## src/rtl/vedic_pkg.sv

```systemverilog
// Shared constants and helpers for the pipelined Vedic multiplier.
package vedic_pkg;

    localparam int LATENCY = 3;
    localparam int MAX_W   = 32;

    // Magnitude of a width-bit operand held right-aligned in a MAX_W-bit vector.
    function automatic logic [MAX_W-1:0] vedic_abs(
        input logic [MAX_W-1:0] value,
        input int unsigned      width,
        input logic             is_signed
    );
        logic [MAX_W-1:0] mask;
        logic             sign_bit;
        mask     = (width >= MAX_W) ? {MAX_W{1'b1}} : ((32'd1 << width) - 32'd1);
        sign_bit = |(value & (32'd1 << (width - 32'd1)));
        if (is_signed && sign_bit) begin
            return (~value + 32'd1) & mask;
        end else begin
            return value & mask;
        end
    endfunction

endpackage

```

## src/rtl/vedic_mult_half.sv

```systemverilog
// Combinational unsigned WA x WB Vedic multiplier, recursively split into
// quarter products down to 2x2 cells (odd widths bottom out in AND rows).
module vedic_mult_half #(
    parameter int WA = 4,
    parameter int WB = WA
) (
    input  logic [WA-1:0]    a,
    input  logic [WB-1:0]    b,
    output logic [WA+WB-1:0] p
);

    localparam int PW = WA + WB;

    generate
        if (WA == 1) begin : g_row_a
            assign p = {1'b0, b & {WB{a[0]}}};
        end else if (WB == 1) begin : g_row_b
            assign p = {1'b0, a & {WA{b[0]}}};
        end else if (WA == 2 && WB == 2) begin : g_cell
            logic c1;
            assign c1 = a[1] & b[0] & a[0] & b[1];
            assign p  = {a[1] & b[1] & c1,
                         (a[1] & b[1]) ^ c1,
                         (a[1] & b[0]) ^ (a[0] & b[1]),
                         a[0] & b[0]};
        end else begin : g_split
            localparam int LA = WA / 2;
            localparam int HA = WA - LA;
            localparam int LB = WB / 2;
            localparam int HB = WB - LB;

            logic [LA+LB-1:0] p_ll;
            logic [LA+HB-1:0] p_lh;
            logic [HA+LB-1:0] p_hl;
            logic [HA+HB-1:0] p_hh;

            vedic_mult_half #(.WA(LA), .WB(LB)) u_ll (.a(a[LA-1:0]),  .b(b[LB-1:0]),  .p(p_ll));
            vedic_mult_half #(.WA(LA), .WB(HB)) u_lh (.a(a[LA-1:0]),  .b(b[WB-1:LB]), .p(p_lh));
            vedic_mult_half #(.WA(HA), .WB(LB)) u_hl (.a(a[WA-1:LA]), .b(b[LB-1:0]),  .p(p_hl));
            vedic_mult_half #(.WA(HA), .WB(HB)) u_hh (.a(a[WA-1:LA]), .b(b[WB-1:LB]), .p(p_hh));

            // The true product always fits PW bits, so modular addition is exact.
            assign p = PW'(p_ll)
                     + (PW'(p_lh) << LB)
                     + (PW'(p_hl) << LA)
                     + (PW'(p_hh) << (LA + LB));
        end
    endgenerate

endmodule

```

## src/rtl/vedic_multiplier_pipelined.sv

```systemverilog
// Three-stage signed/unsigned WIDTH x WIDTH Vedic multiplier with valid/ready
// handshaking; a held output product freezes the whole pipeline.
module vedic_multiplier_pipelined
    import vedic_pkg::*;
#(
    parameter int WIDTH = 8,
    parameter int TAG_W = 4
) (
    input  logic                 clk,
    input  logic                 rst_n,
    input  logic                 in_valid,
    output logic                 in_ready,
    input  logic [WIDTH-1:0]     in_a,
    input  logic [WIDTH-1:0]     in_b,
    input  logic                 in_signed,
    input  logic [TAG_W-1:0]     in_tag,
    output logic                 out_valid,
    input  logic                 out_ready,
    output logic [2*WIDTH-1:0]   out_p,
    output logic [TAG_W-1:0]     out_tag
);

    localparam int HW = WIDTH / 2;
    localparam int PW = 2 * WIDTH;

    typedef struct packed {
        logic [WIDTH-1:0] m1;
        logic [WIDTH-1:0] m2;
        logic [WIDTH-1:0] m3;
        logic [WIDTH-1:0] m4;
        logic             neg;
        logic [TAG_W-1:0] tag;
    } vedic_pp_t;

    logic             advance_s;
    logic             s1_valid_q, s1_valid_d;
    logic [WIDTH-1:0] s1_a_q, s1_a_d, s1_b_q, s1_b_d;
    logic             s1_neg_q, s1_neg_d;
    logic [TAG_W-1:0] s1_tag_q, s1_tag_d;
    logic             s2_valid_q, s2_valid_d;
    vedic_pp_t        s2_pp_q, s2_pp_d;
    logic             out_valid_q, out_valid_d;
    logic [PW-1:0]    out_p_q, out_p_d;
    logic [TAG_W-1:0] out_tag_q, out_tag_d;
    logic [WIDTH-1:0] m1_s, m2_s, m3_s, m4_s;
    logic [WIDTH:0]   mid_s;
    logic [PW-1:0]    mag_s;

    assign advance_s = !out_valid_q || out_ready;
    assign in_ready  = advance_s;
    assign out_valid = out_valid_q;
    assign out_p     = out_p_q;
    assign out_tag   = out_tag_q;

    vedic_mult_half #(.WA(HW), .WB(HW)) u_m1 (.a(s1_a_q[HW-1:0]),     .b(s1_b_q[HW-1:0]),     .p(m1_s));
    vedic_mult_half #(.WA(HW), .WB(HW)) u_m2 (.a(s1_a_q[HW-1:0]),     .b(s1_b_q[WIDTH-1:HW]), .p(m2_s));
    vedic_mult_half #(.WA(HW), .WB(HW)) u_m3 (.a(s1_a_q[WIDTH-1:HW]), .b(s1_b_q[HW-1:0]),     .p(m3_s));
    vedic_mult_half #(.WA(HW), .WB(HW)) u_m4 (.a(s1_a_q[WIDTH-1:HW]), .b(s1_b_q[WIDTH-1:HW]), .p(m4_s));

    // S1: operand magnitudes and result sign.
    always_comb begin
        s1_valid_d = s1_valid_q;
        s1_a_d     = s1_a_q;
        s1_b_d     = s1_b_q;
        s1_neg_d   = s1_neg_q;
        s1_tag_d   = s1_tag_q;
        if (advance_s) begin
            s1_valid_d = in_valid;
            s1_a_d     = WIDTH'(vedic_abs(MAX_W'(in_a), WIDTH, in_signed));
            s1_b_d     = WIDTH'(vedic_abs(MAX_W'(in_b), WIDTH, in_signed));
            s1_neg_d   = in_signed & (in_a[WIDTH-1] ^ in_b[WIDTH-1]);
            s1_tag_d   = in_tag;
        end else begin
            s1_valid_d = s1_valid_q;
        end
    end

    // S2: capture the four quarter products.
    always_comb begin
        s2_valid_d = s2_valid_q;
        s2_pp_d    = s2_pp_q;
        if (advance_s) begin
            s2_valid_d     = s1_valid_q;
            s2_pp_d.m1     = m1_s;
            s2_pp_d.m2     = m2_s;
            s2_pp_d.m3     = m3_s;
            s2_pp_d.m4     = m4_s;
            s2_pp_d.neg    = s1_neg_q;
            s2_pp_d.tag    = s1_tag_q;
        end else begin
            s2_valid_d = s2_valid_q;
        end
    end

    // S3: recombine and apply sign; a zero magnitude negates to zero.
    always_comb begin
        mid_s       = {1'b0, s2_pp_q.m2} + {1'b0, s2_pp_q.m3};
        mag_s       = PW'(s2_pp_q.m1) + (PW'(mid_s) << HW) + (PW'(s2_pp_q.m4) << WIDTH);
        out_valid_d = out_valid_q;
        out_p_d     = out_p_q;
        out_tag_d   = out_tag_q;
        if (advance_s) begin
            out_valid_d = s2_valid_q;
            if (s2_valid_q) begin
                out_p_d   = s2_pp_q.neg ? (~mag_s + PW'(1'b1)) : mag_s;
                out_tag_d = s2_pp_q.tag;
            end else begin
                out_p_d   = {PW{1'b0}};
                out_tag_d = {TAG_W{1'b0}};
            end
        end else begin
            out_valid_d = out_valid_q;
        end
    end

    // Pipeline state registers.
    always_ff @(posedge clk or negedge rst_n) begin
        if (!rst_n) begin
            s1_valid_q  <= 1'b0;
            s1_a_q      <= {WIDTH{1'b0}};
            s1_b_q      <= {WIDTH{1'b0}};
            s1_neg_q    <= 1'b0;
            s1_tag_q    <= {TAG_W{1'b0}};
            s2_valid_q  <= 1'b0;
            s2_pp_q     <= '0;
            out_valid_q <= 1'b0;
            out_p_q     <= {PW{1'b0}};
            out_tag_q   <= {TAG_W{1'b0}};
        end else begin
            s1_valid_q  <= s1_valid_d;
            s1_a_q      <= s1_a_d;
            s1_b_q      <= s1_b_d;
            s1_neg_q    <= s1_neg_d;
            s1_tag_q    <= s1_tag_d;
            s2_valid_q  <= s2_valid_d;
            s2_pp_q     <= s2_pp_d;
            out_valid_q <= out_valid_d;
            out_p_q     <= out_p_d;
            out_tag_q   <= out_tag_d;
        end
    end

endmodule

```

## config.mk

```make
export PLATFORM = sky130hd
export DESIGN_NAME = vedic_multiplier_pipelined
export DESIGN_NICKNAME = d
export VERILOG_FILES = /design/src/rtl/vedic_pkg.sv /design/src/rtl/vedic_mult_half.sv /design/src/rtl/vedic_multiplier_pipelined.sv
export SDC_FILE = /design/constraint.sdc
export NUM_CORES = 1
export LEC_CHECK = 0
export BUFFER_PORTS_ARGS = -buffer_cell sky130_fd_sc_hd__buf_2
export CAP_MARGIN = 15
export CORE_UTILIZATION = 65
export CTS_BUF_LIST = sky130_fd_sc_hd__clkbuf_4 sky130_fd_sc_hd__clkbuf_8 sky130_fd_sc_hd__clkbuf_16
export CTS_CLUSTER_SIZE = 40
export DETAILED_ROUTE_END_ITERATION = 8
export HOLD_SLACK_MARGIN = 0.08
export PLACE_DENSITY = 0.88
export SYNTH_ARGS = -nofsm -noshare
export SYNTH_HDL_FRONTEND = slang
export SYNTH_HIERARCHICAL = 1
export SYNTH_SLANG_ARGS = --single-unit
```

## constraint.sdc

```tcl
create_clock -name clk -period 5.2 [get_ports clk]
set_input_delay 0.52 -clock clk [delete_from_list [all_inputs] [get_ports clk]]
set_output_delay 0.52 -clock clk [all_outputs]
set_load 0.005 [all_outputs]
```

==> results of run 1 <==
cell families after synthesis:
family	synth area share, %
adders and majority gates	18.0
and+or+nand+nor	25.6
muxes	0.485
AOI/OAI and AO/OA	9.87
xor gates and xnor gates	8.90
DFF	32.7
buffers and inverters	4.42
registers in the layout, indices dropped and copies added (netlist names):
register and cells:
out_p 16, s2_valid_q 1, s1_b_q 8, s1_valid_q 1, out_valid 1, s1_a_q 8
s1_neg_q 1, s2_pp_q 37, out_tag 4, s1_tag_q 4
placed cells by master, fill, tap and decap left out, drive strengths merged, types with 2 or more instances in the layout:
master	n
a21o	9
a21boi	4
o31ai	2
a21oi	28
xor2	34
fa	22
xnor2	29
and3	2
nand2	207
bufinv	2
nand3	18
o21ai	41
nor3b	2
nor2b	3
mux2i	3
nand2b	10
clkinv	2
o211ai	2
inv	56
o21bai	2
and2	51
nor2	30
o41ai	2
clkbuf	9
or3	5
dfrtp	81
nand4b	2
nor3	9
ha	54
buf	48
per-stage QoR:
stage          std cells  worst slack, ns  area, sq um  utilization [%]  total power [uW]
2_1_floorplan        736             1.73         6200                -              2920
3_3_place_gp         893             1.53         6540             70.8              3350
3_5_place_dp         893             1.34         6540             70.8              3480
4_1_cts              909             1.22         6760             73.2              4050
5_1_grt              909            0.980         6760             73.2              4440
6_report             909             1.19         6760             73.2              4050
cell type report:
class / count / area [sq um] / share of cell area [%]
repair buffers: 48 / 248 / 3.66
flip-flops and latches: 81 / 2030 / 30.0
multi-input cells: 582 / 3900 / 57.7
well taps: 129 / 161 / 2.39
clock inverters: 7 / 100 / 1.48
inverters: 53 / 199 / 2.94
clock buffers: 9 / 124 / 1.83
layer usage:
metal  up-vias  share of wire (%)  global-route usage, %
met3        26                3.1                   4.50
met2       103                 52                   54.4
met1      2390                 43                   32.9
li1       2460                  -                      -
met5         -                  0                      0
met4         0                1.7                   9.84
path summary, 6_finish.rpt:
check | start | endpoint | slack [ns] | cells after the start
setup reg to reg | s2_pp_q[21] | out_p[15] | 1.19 | 17
hold reg to reg | out_tag[3] | out_tag[3] | 0.47 | 2
hold / removal | rst_n | out_p[14] | 0.32 | 1
min in group clk | in_tag[1] | s1_tag_q[1] | 0.35 | 3
setup / recovery | s2_pp_q[21] | out_p[15] | 1.19 | 17
max in group asynchronous | rst_n | s2_pp_q[30] | 4.25 | 1
report_power, final:
| group | switching (uW) | internal [uW] | leakage [uW] |
|---|---|---|---|
| logic | 1410 | 1040 | 0.00236 |
| registers | 230 | 851 | 0.00103 |
| clock network | 247 | 276 | 0.000115 |
==> impl_metrics.toml, run 1 <==
[setup_path]
crit_type = "flip-flop to flip-flop"
cp_slowest_cell = "o41ai_1"
critical_path_buf_inv_count = 2
crit_arrival_ns = 4.31
path_cells = "ha_1 > inv_1 > fa_1 > inv_1 > a21oi_1 > o21bai_1 > a21oi_1 > nor2b_1 > nor2_1 > xnor2_1 > ha_1 > o41ai_1 > nor3_1 > a311oi_2 > nand4b_1 > or3_1 > nand3_1"
start_kind = "flip-flop"
slowest_delay_ns = 0.65
worstPathMaxFanout = 6
worstPathRequired_ns = 5.50
end_kind = "flip-flop"
critPathTopFamily = "compound AO/OA/AOI/OAI gates"

[job]
max-cap-violations = 0

[timing]
maxSlewHeadroom_pct = 34.5
rsz0062_at_grt = "no"
min_period_ns = 4.01
hold_slack_ns = 0.320
hold_viol = 0
finalCritPeriodShare_pct = 77.2
clock.fmax_mhz = 249
finalSetupViolations = 0
worstMarginPinSlew_ns = 0.983
slew_violations = 0
skew_ns = 0.0117
finalSetupTns_ns = 0

[detailed_routing]
drt_pass1_iterations = 4
drt-total-wl_um = 13200
wl_per_cell_um = 14.5
drcViolationCount = 0
drtAntennaViolNets = 0
dr.first_iter.drc_count = 181
vias = 4979
viasPerCell = 5.48

[cells_and_area]
syn_to_final_growth_pct = 9.13
nets = 876
fillers = 689
drive_gt1_share_pct = 12.3
num_antenna_cells = 0

[placement]
hpwl_um = 9680
place_congestion = 0.897
io_buffers = 46

[logic_synthesis]
synth_cell_types = 45
netlist_area_sq_um = 6200
synth_seq_cells = 81
yosysTopAreaCell = "dfrtp_1"
synth_commonest_cells = "nand2_1 (207), dfrtp_1 (81), ha_1 (54), inv_1 (53), o21ai_0 (37)"
netlist.area_leader.share_pct = 32.7
synth_cells = 736
synthFlopType = "dfrtp_1"
avgSynthCellArea_sq_um = 8.42
ys_top_cells_by_area = "dfrtp_1 (33%), nand2_1 (13%), ha_1 (11%), fa_1 (7.1%), xor2_1 (4.8%)"
synth_edf_count = 0
postSynth.asyncResetShare_pct = 100
yosysMostFrequentCell = "nand2_1"
yosysSeqAreaShare_pct = 32.7
synth.net_count = 837
yosysWarnings = 6

[status]
status = "finished clean"

[die]
fp.coreArea_sq_um = 9240
die_w_um = 99.6
rows = 35
initial_core_util_pct = 67.1
die_y_um = 99.6
dieArea_sq_um = 9930
io_pins = 47

[global_routing]
grt_pass1_vias = 5063
antenna_found_initial = 0
grt_usage_pct = 28.8
overflow = 0
grt_pass1_wl_um = 22700
grt_max_degree = 86

[power_and_ir_drop]
power-per-cell-area_nw_per_um2 = 599
vdd_drop_max_mv = 0.307
p_leak_uw = 0.00350

[cts]
h-tree-depth = 3
cts_root_buf = "clkbuf_8"
cts_buffer_depth = 2
clk_pin_slew_ns = 0.09
clock_sinks = 81
numCtsBuffers = 9
cts_resized = 0
clk_latency_ns = 0.36
postCtsSetupBuffers = 0
ctsHoldBuffers = 0
cts_tree = "built"

[hold_path]
hp-class = "primary input to asynchronous set/reset pin"
(Power assumes the default switching activity.)
==> run 2, diff against run 1 <==
--- a/config.mk
+++ b/config.mk
@@ -5,14 +5,15 @@
 export SDC_FILE = /design/constraint.sdc
 export NUM_CORES = 1
 export LEC_CHECK = 0
+export ABC_AREA = 1
 export BUFFER_PORTS_ARGS = -buffer_cell sky130_fd_sc_hd__buf_2
 export CAP_MARGIN = 15
-export CORE_UTILIZATION = 65
+export CORE_UTILIZATION = 62
 export CTS_BUF_LIST = sky130_fd_sc_hd__clkbuf_4 sky130_fd_sc_hd__clkbuf_8 sky130_fd_sc_hd__clkbuf_16
 export CTS_CLUSTER_SIZE = 40
 export DETAILED_ROUTE_END_ITERATION = 8
 export HOLD_SLACK_MARGIN = 0.08
-export PLACE_DENSITY = 0.88
+export PLACE_DENSITY = 0.85
 export SYNTH_ARGS = -nofsm -noshare
 export SYNTH_HDL_FRONTEND = slang
 export SYNTH_HIERARCHICAL = 1
==> constraint.sdc (replaced) <==
create_clock -name clk -period 4.1 [get_ports clk]
set_input_delay 0.41 -clock clk [delete_from_list [all_inputs] [get_ports clk]]
set_output_delay 0.41 -clock clk [all_outputs]
set_load 0.005 [all_outputs]
==> impl_metrics.toml, run 2 <==
[logic_synthesis]
synth.net_count = 1065
synth_commonest_cells = "nand2_1 (348), inv_1 (170), dfrtp_1 (81), nand3_1 (60), ha_1 (54)"
synth_cells = 964
synth_cell_types = 36
avgSynthCellArea_sq_um = 6.94
netlist.area_leader.share_pct = 30.3
synth_seq_cells = 81
yosysTopAreaCell = "dfrtp_1"
netlist_area_sq_um = 6690
yosysWarnings = 6
synthFlopType = "dfrtp_1"
yosysSeqAreaShare_pct = 30.3
ys_top_cells_by_area = "dfrtp_1 (30%), nand2_1 (20%), ha_1 (10%), inv_1 (9.5%), fa_1 (6.6%)"
postSynth.asyncResetShare_pct = 100
synth_edf_count = 0
yosysMostFrequentCell = "nand2_1"

[setup_path]
critPathTopFamily = "simple AND/OR/NAND/NOR gates"
worstPathRequired_ns = 4.36
critical_path_buf_inv_count = 2
crit_arrival_ns = 3.45
critPathMostFrequentCell = "nand2_1"
slowest_delay_ns = 0.41
cp_slowest_cell = "fa_1"
crit_type = "flip-flop to flip-flop"
end_kind = "flip-flop"
start_kind = "flip-flop"
worstPathMaxFanout = 6
path_cells = "ha_1 > inv_1 > fa_1 > o21ai_0 > nand2_1 > nand2_1 > a21oi_1 > o21ai_0 > a21o_1 > ha_1 > nand2_2 > inv_2 > a21oi_2 > nand3_2 > nand2_1 > nand2_2 > nor2_1 > nand2_1 > nand2_1 > nand2_1 > nand3_1 > nand2_1"

[power_and_ir_drop]
p_leak_uw = 0.00432
switchingPower_uw = 2730
power-per-cell-area_nw_per_um2 = 729
seq_power_share_pct = 26.1
internal_power_uw = 2540
comb_power_share_pct = 63.2
vdd_drop_max_mv = 0.362
clockPowerShare_pct = 10.8
p_sw_share_pct = 51.8

[global_routing]
overflow = 0
use_met1_pct = 36.4
grt_usage_pct = 28.0
grt-busiest-layer = "met2"
grt_pass1_wl_um = 25200
antenna_found_initial = 0
gr-usage-met3_pct = 2.97
gr-usage-met2_pct = 48.2
grt_pass1_vias = 5798
grt_max_degree = 83

[cells_and_area]
nets = 1108
layout.cells.most_common = "nand2_1"
fillers = 876
regMostFlops = "s2_pp_q"
seqCellArea_sq_um = 2030
largest_register_ff_count = 37
drive_gt1_share_pct = 10.6
syn_to_final_growth_pct = 8.17
multi_input_area_sq_um = 3930
num_antenna_cells = 0
mostFrequentLayoutCells = "nand2_1 (348), inv_1 (170), dfrtp_1 (81), nand3_1 (60), ha_1 (54)"

[timing]
skew_ns = 0.0186
maxSlewHeadroom_pct = 29.3
finalCritPeriodShare_pct = 77.7
worstMarginPinSlew_ns = 1.06
clock.fmax_mhz = 314
min_period_ns = 3.19
finalSetupViolations = 0
hold_viol = 0
setup_ws_ns = 0.913
finalSetupTns_ns = 0
slew_violations = 0
rsz0062_at_grt = "no"
hold_slack_ns = 0.109

[die]
rows = 37
initial_core_util_pct = 64.5
die_w_um = 106
die_y_um = 106
io_pins = 47
dieArea_sq_um = 11200
fp.coreArea_sq_um = 10400

[cts]
cts_resized = 0
ctsHoldBuffers = 0
cts_tree = "built"
cts_root_buf = "clkbuf_8"
clk_latency_ns = 0.36
clk_pin_slew_ns = 0.10
postCtsSetupBuffers = 0
h-tree-depth = 3
cts_buffer_depth = 2
clock_sinks = 81
numCtsBuffers = 9

[placement]
pre_cts_ws_ns = 0.919
place_congestion = 0.922
io_buffers = 46
hpwl_um = 10900

[detailed_routing]
drtAntennaViolNets = 0
drcViolationCount = 0
viasPerCell = 5.21
vias = 5978
drt-total-wl_um = 14400
dr.first_iter.drc_count = 332
wl_per_cell_um = 12.5
drt_pass1_iterations = 5

[status]
status = "finished clean"

[hold_path]
hp-class = "primary input to asynchronous set/reset pin"

[job]
max-cap-violations = 0
run 2: layout make-up:
type | instances | area share, %
clock buffer | 10 | 1.90
timing repair buffer | 50 | 3.63
clock inverter | 6 | 0.640
multi-input combinational | 689 | 54.3
inverter | 176 | 9.13
sequential | 81 | 28.0
tap | 136 | 2.35
run 2: final timing paths:
check,startpoint,end,slack [ns],cells past startpoint
max in group asynchronous,rst_n,s1_a_q[4],3.18,2
hold / removal,rst_n,s2_pp_q[26],0.11,1
setup / recovery,s2_pp_q[13],out_p[14],0.91,22
hold reg to reg,out_p[3],out_p[3],0.49,2
setup reg to reg,s2_pp_q[13],out_p[14],0.91,22
min in group clk,in_tag[0],s1_tag_q[0],0.26,3
run 2: metrics by stage:
stage	instance area, sq um	util (%)	cells	power (uW)
2_1_floorplan	6690	-	964	3880
3_3_place_gp	7050	68.0	1132	4550
3_5_place_dp	7050	68.0	1132	4680
4_1_cts	7240	69.8	1148	5270
5_1_grt	7240	69.8	1148	5820
6_report	7240	69.8	1148	5270
run 2: layer usage:
metal / share of wire, % / vias up
met5: 0 / -
met4: 2.2 / 0
met3: 3.8 / 30
met2: 48 / 140
met1: 46 / 2752
li1: - / 3056
run 2: logic make-up (layout without fill, tap and decap cells):
family,count (synthesis),in the layout,synth area share [%]
adder cells (fa/ha/maj),76,76,16.7
AND/OR/NAND/NOR,508,508,31.9
XOR/XNOR,26,26,3.40
AO/OA/AOI/OAI,79,79,6.64
buffers and inverters,194,242,11.0
flip-flops,81,81,30.3
run 2: power by group through the flow:
stage	Sequential, uW	Combinational [uW]	Clock [uW]
global route	1410	3790	608
finish	1370	3330	567
detailed placement	1380	3300	0
CTS	1360	3330	580
floorplan	1290	2590	0
global placement	1370	3180	0
==> run 3, diff against run 2 <==
--- a/config.mk
+++ b/config.mk
@@ -5,15 +5,15 @@
 export SDC_FILE = /design/constraint.sdc
 export NUM_CORES = 1
 export LEC_CHECK = 0
-export ABC_AREA = 1
+export ABC_AREA = 0
 export BUFFER_PORTS_ARGS = -buffer_cell sky130_fd_sc_hd__buf_2
 export CAP_MARGIN = 15
-export CORE_UTILIZATION = 62
+export CORE_UTILIZATION = 56
 export CTS_BUF_LIST = sky130_fd_sc_hd__clkbuf_4 sky130_fd_sc_hd__clkbuf_8 sky130_fd_sc_hd__clkbuf_16
 export CTS_CLUSTER_SIZE = 40
 export DETAILED_ROUTE_END_ITERATION = 8
 export HOLD_SLACK_MARGIN = 0.08
-export PLACE_DENSITY = 0.85
+export PLACE_DENSITY = 0.81
 export SYNTH_ARGS = -nofsm -noshare
 export SYNTH_HDL_FRONTEND = slang
 export SYNTH_HIERARCHICAL = 1
==> constraint.sdc (replaced) <==
create_clock -name clk -period 2.6 [get_ports clk]
set_input_delay 0.26 -clock clk [delete_from_list [all_inputs] [get_ports clk]]
set_output_delay 0.26 -clock clk [all_outputs]
set_load 0.005 [all_outputs]
==> impl_metrics.toml, run 3 (synthesized netlist as in run 1, its figures left out) <==
[power_and_ir_drop]
comb_power_share_pct = 73.8
clockPowerShare_pct = 8.1
p_sw_share_pct = 44.8
internal_power_uw = 6630
vdd_drop_max_mv = 1.15
total_power_uw = 12000
power-per-cell-area_nw_per_um2 = 1410
seq_power_share_pct = 18.1
p_leak_uw = 0.00429
switchingPower_uw = 5370

[cts]
clk_latency_ns = 0.36
clk_pin_slew_ns = 0.09
cts_buffer_depth = 2
cts_root_buf = "clkbuf_8"
cts_tree = "built"
numCtsBuffers = 9
clock_sinks = 81
h-tree-depth = 3

[timing]
maxSlewHeadroom_pct = 45.6
setup_ws_ns = -1.21
hold_slack_ns = 0.0937
hold_viol = 0
worstMarginPinSlew_ns = 0.816
slew_violations = 0
finalCritPeriodShare_pct = 147
clock.fmax_mhz = 262
finalSetupViolations = 19
rsz0062_at_grt = "yes"
min_period_ns = 3.81
skew_ns = 0.0127

[cells_and_area]
largest_register_ff_count = 37
design_area_sq_um = 8500
nets = 1010
post-route-util_pct = 78.8
drive_gt1_share_pct = 38.8
fillers = 576
syn_to_final_growth_pct = 37.2
num_antenna_cells = 0
mostFrequentLayoutCells = "nand2_1 (204), buf_4 (119), dfrtp_1 (71), buf_2 (45), and2_4 (37)"
multi_input_area_sq_um = 4540
layout.cells.most_common = "nand2_1"
regMostFlops = "s2_pp_q"
seqCellArea_sq_um = 2040

[setup_path]
worstSetupStartpoint = "s2_pp_q[13]"
start_kind = "flip-flop"
r2r-start = "s2_pp_q[13]"
crit_arrival_ns = 4.12
reg2reg_depth = 20
r2r_slack_ns = -1.21
crit_type = "flip-flop to flip-flop"
end_kind = "flip-flop"
worstPathMaxFanout = 3
r2r-end = "out_p[15]"
crit_path_end = "out_p[15]"
worstPathRequired_ns = 2.91

[placement]
hpwl_um = 11200
pre_cts_ws_ns = -0.906
io_buffers = 46
placed_area_sq_um = 7380
place_congestion = 0.861

[job]
max-cap-violations = 0

[global_routing]
grt_pass1_vias = 6068
overflow = 0
grt_usage_pct = 31.3
antenna_found_initial = 0
grt_max_degree = 86
grt_pass1_wl_um = 28000

[die]
io_pins = 47
die_w_um = 107
die_y_um = 107
dieArea_sq_um = 11500
rows = 38
fp.coreArea_sq_um = 10800
initial_core_util_pct = 57.4

[status]
violations = "setup timing"
status = "complete, but fails checks"

[hold_path]
hp-class = "primary input to flip-flop"

[detailed_routing]
dr.first_iter.drc_count = 493
drcViolationCount = 0
drt-total-wl_um = 19100
wl_per_cell_um = 18.1
vias = 6121
drtAntennaViolNets = 0
viasPerCell = 5.81
drt_pass1_iterations = 6
## run 3: metrics by stage
step / cells / TNS [ns]
5_1_grt: 1053 / -11.07
2_1_floorplan: 736 / -3.39
3_3_place_gp: 990 / -5.17
6_report: 1053 / -9.21
4_1_cts: 1033 / -6.17
3_5_place_dp: 990 / -6.65
## run 3: worst max-delay path, stage by stage (launching register included)
cell and delay, ns:
dfrtp_1 0.43, ha_4 0.18, inv_2 0.04, fa_2 0.36
inv_2 0.07, a21oi_2 0.05, o21bai_1 0.16, a21oi_1 0.09
nor2b_1 0.14, nor2_1 0.07, xnor2_1 0.22, ha_1 0.31
a21o_1 0.22, buf_4 0.15, buf_4 0.13, a21oi_2 0.20
o2111ai_2 0.18, nor2_2 0.18, nand4b_1 0.13, or3_1 0.33
nand3_1 0.09
## run 3: how the worst min path moves through the flow
stage | startpoint | to | slack, ns | cells after the start
6_report | in_tag[2] | s1_tag_q[2] | 0.09 | 3
5_1_grt | in_valid | s1_valid_q | 0.10 | 3
4_1_cts | in_valid | s1_valid_q | 0.1 | 3
3_5_place_dp | rst_n | s2_pp_q[12] | 0.36 | 1
3_3_place_gp | rst_n | s2_pp_q[12] | 0.34 | 1
2_1_floorplan | rst_n | out_p[0] | -0.04 | 0
## run 3: area by class of cell
class / count / area share [%]
Sequential cell: 81 / 24.0
Multi-Input combinational cell: 582 / 53.4
Timing Repair Buffer: 182 / 15.7
Clock buffer: 13 / 1.96
Tap cell: 140 / 2.06
Inverter: 53 / 2.40
Clock inverter: 2 / 0.442
## run 3: metal layers
metal / part of all wire (%) / GRT usage (%)
met1: 37 / 35.0
met2: 52 / 55.9
met3: 5.6 / 6.38
met4: 5.1 / 16.5
met5: 0 / 0
## run 3: repair_timing
item / in CTS / in global routing
gates resized for setup: 62 / 53
endpoints found under the setup margin: 22 / 24
hold endpoints to repair: 53 / 0
pin swaps: 69 / 65
buffers inserted: 27 / 23
hold buffers: 1 / 0
## run 3: power groups by stage
stage	combinational, uW	sequential [uW]	clock, uW
after global routing	9460	2200	1040
after global placement	6220	2100	0
final	8850	2170	976
after CTS	7540	2100	966
after detailed placement	6570	2130	0
after floorplan	4140	2030	0
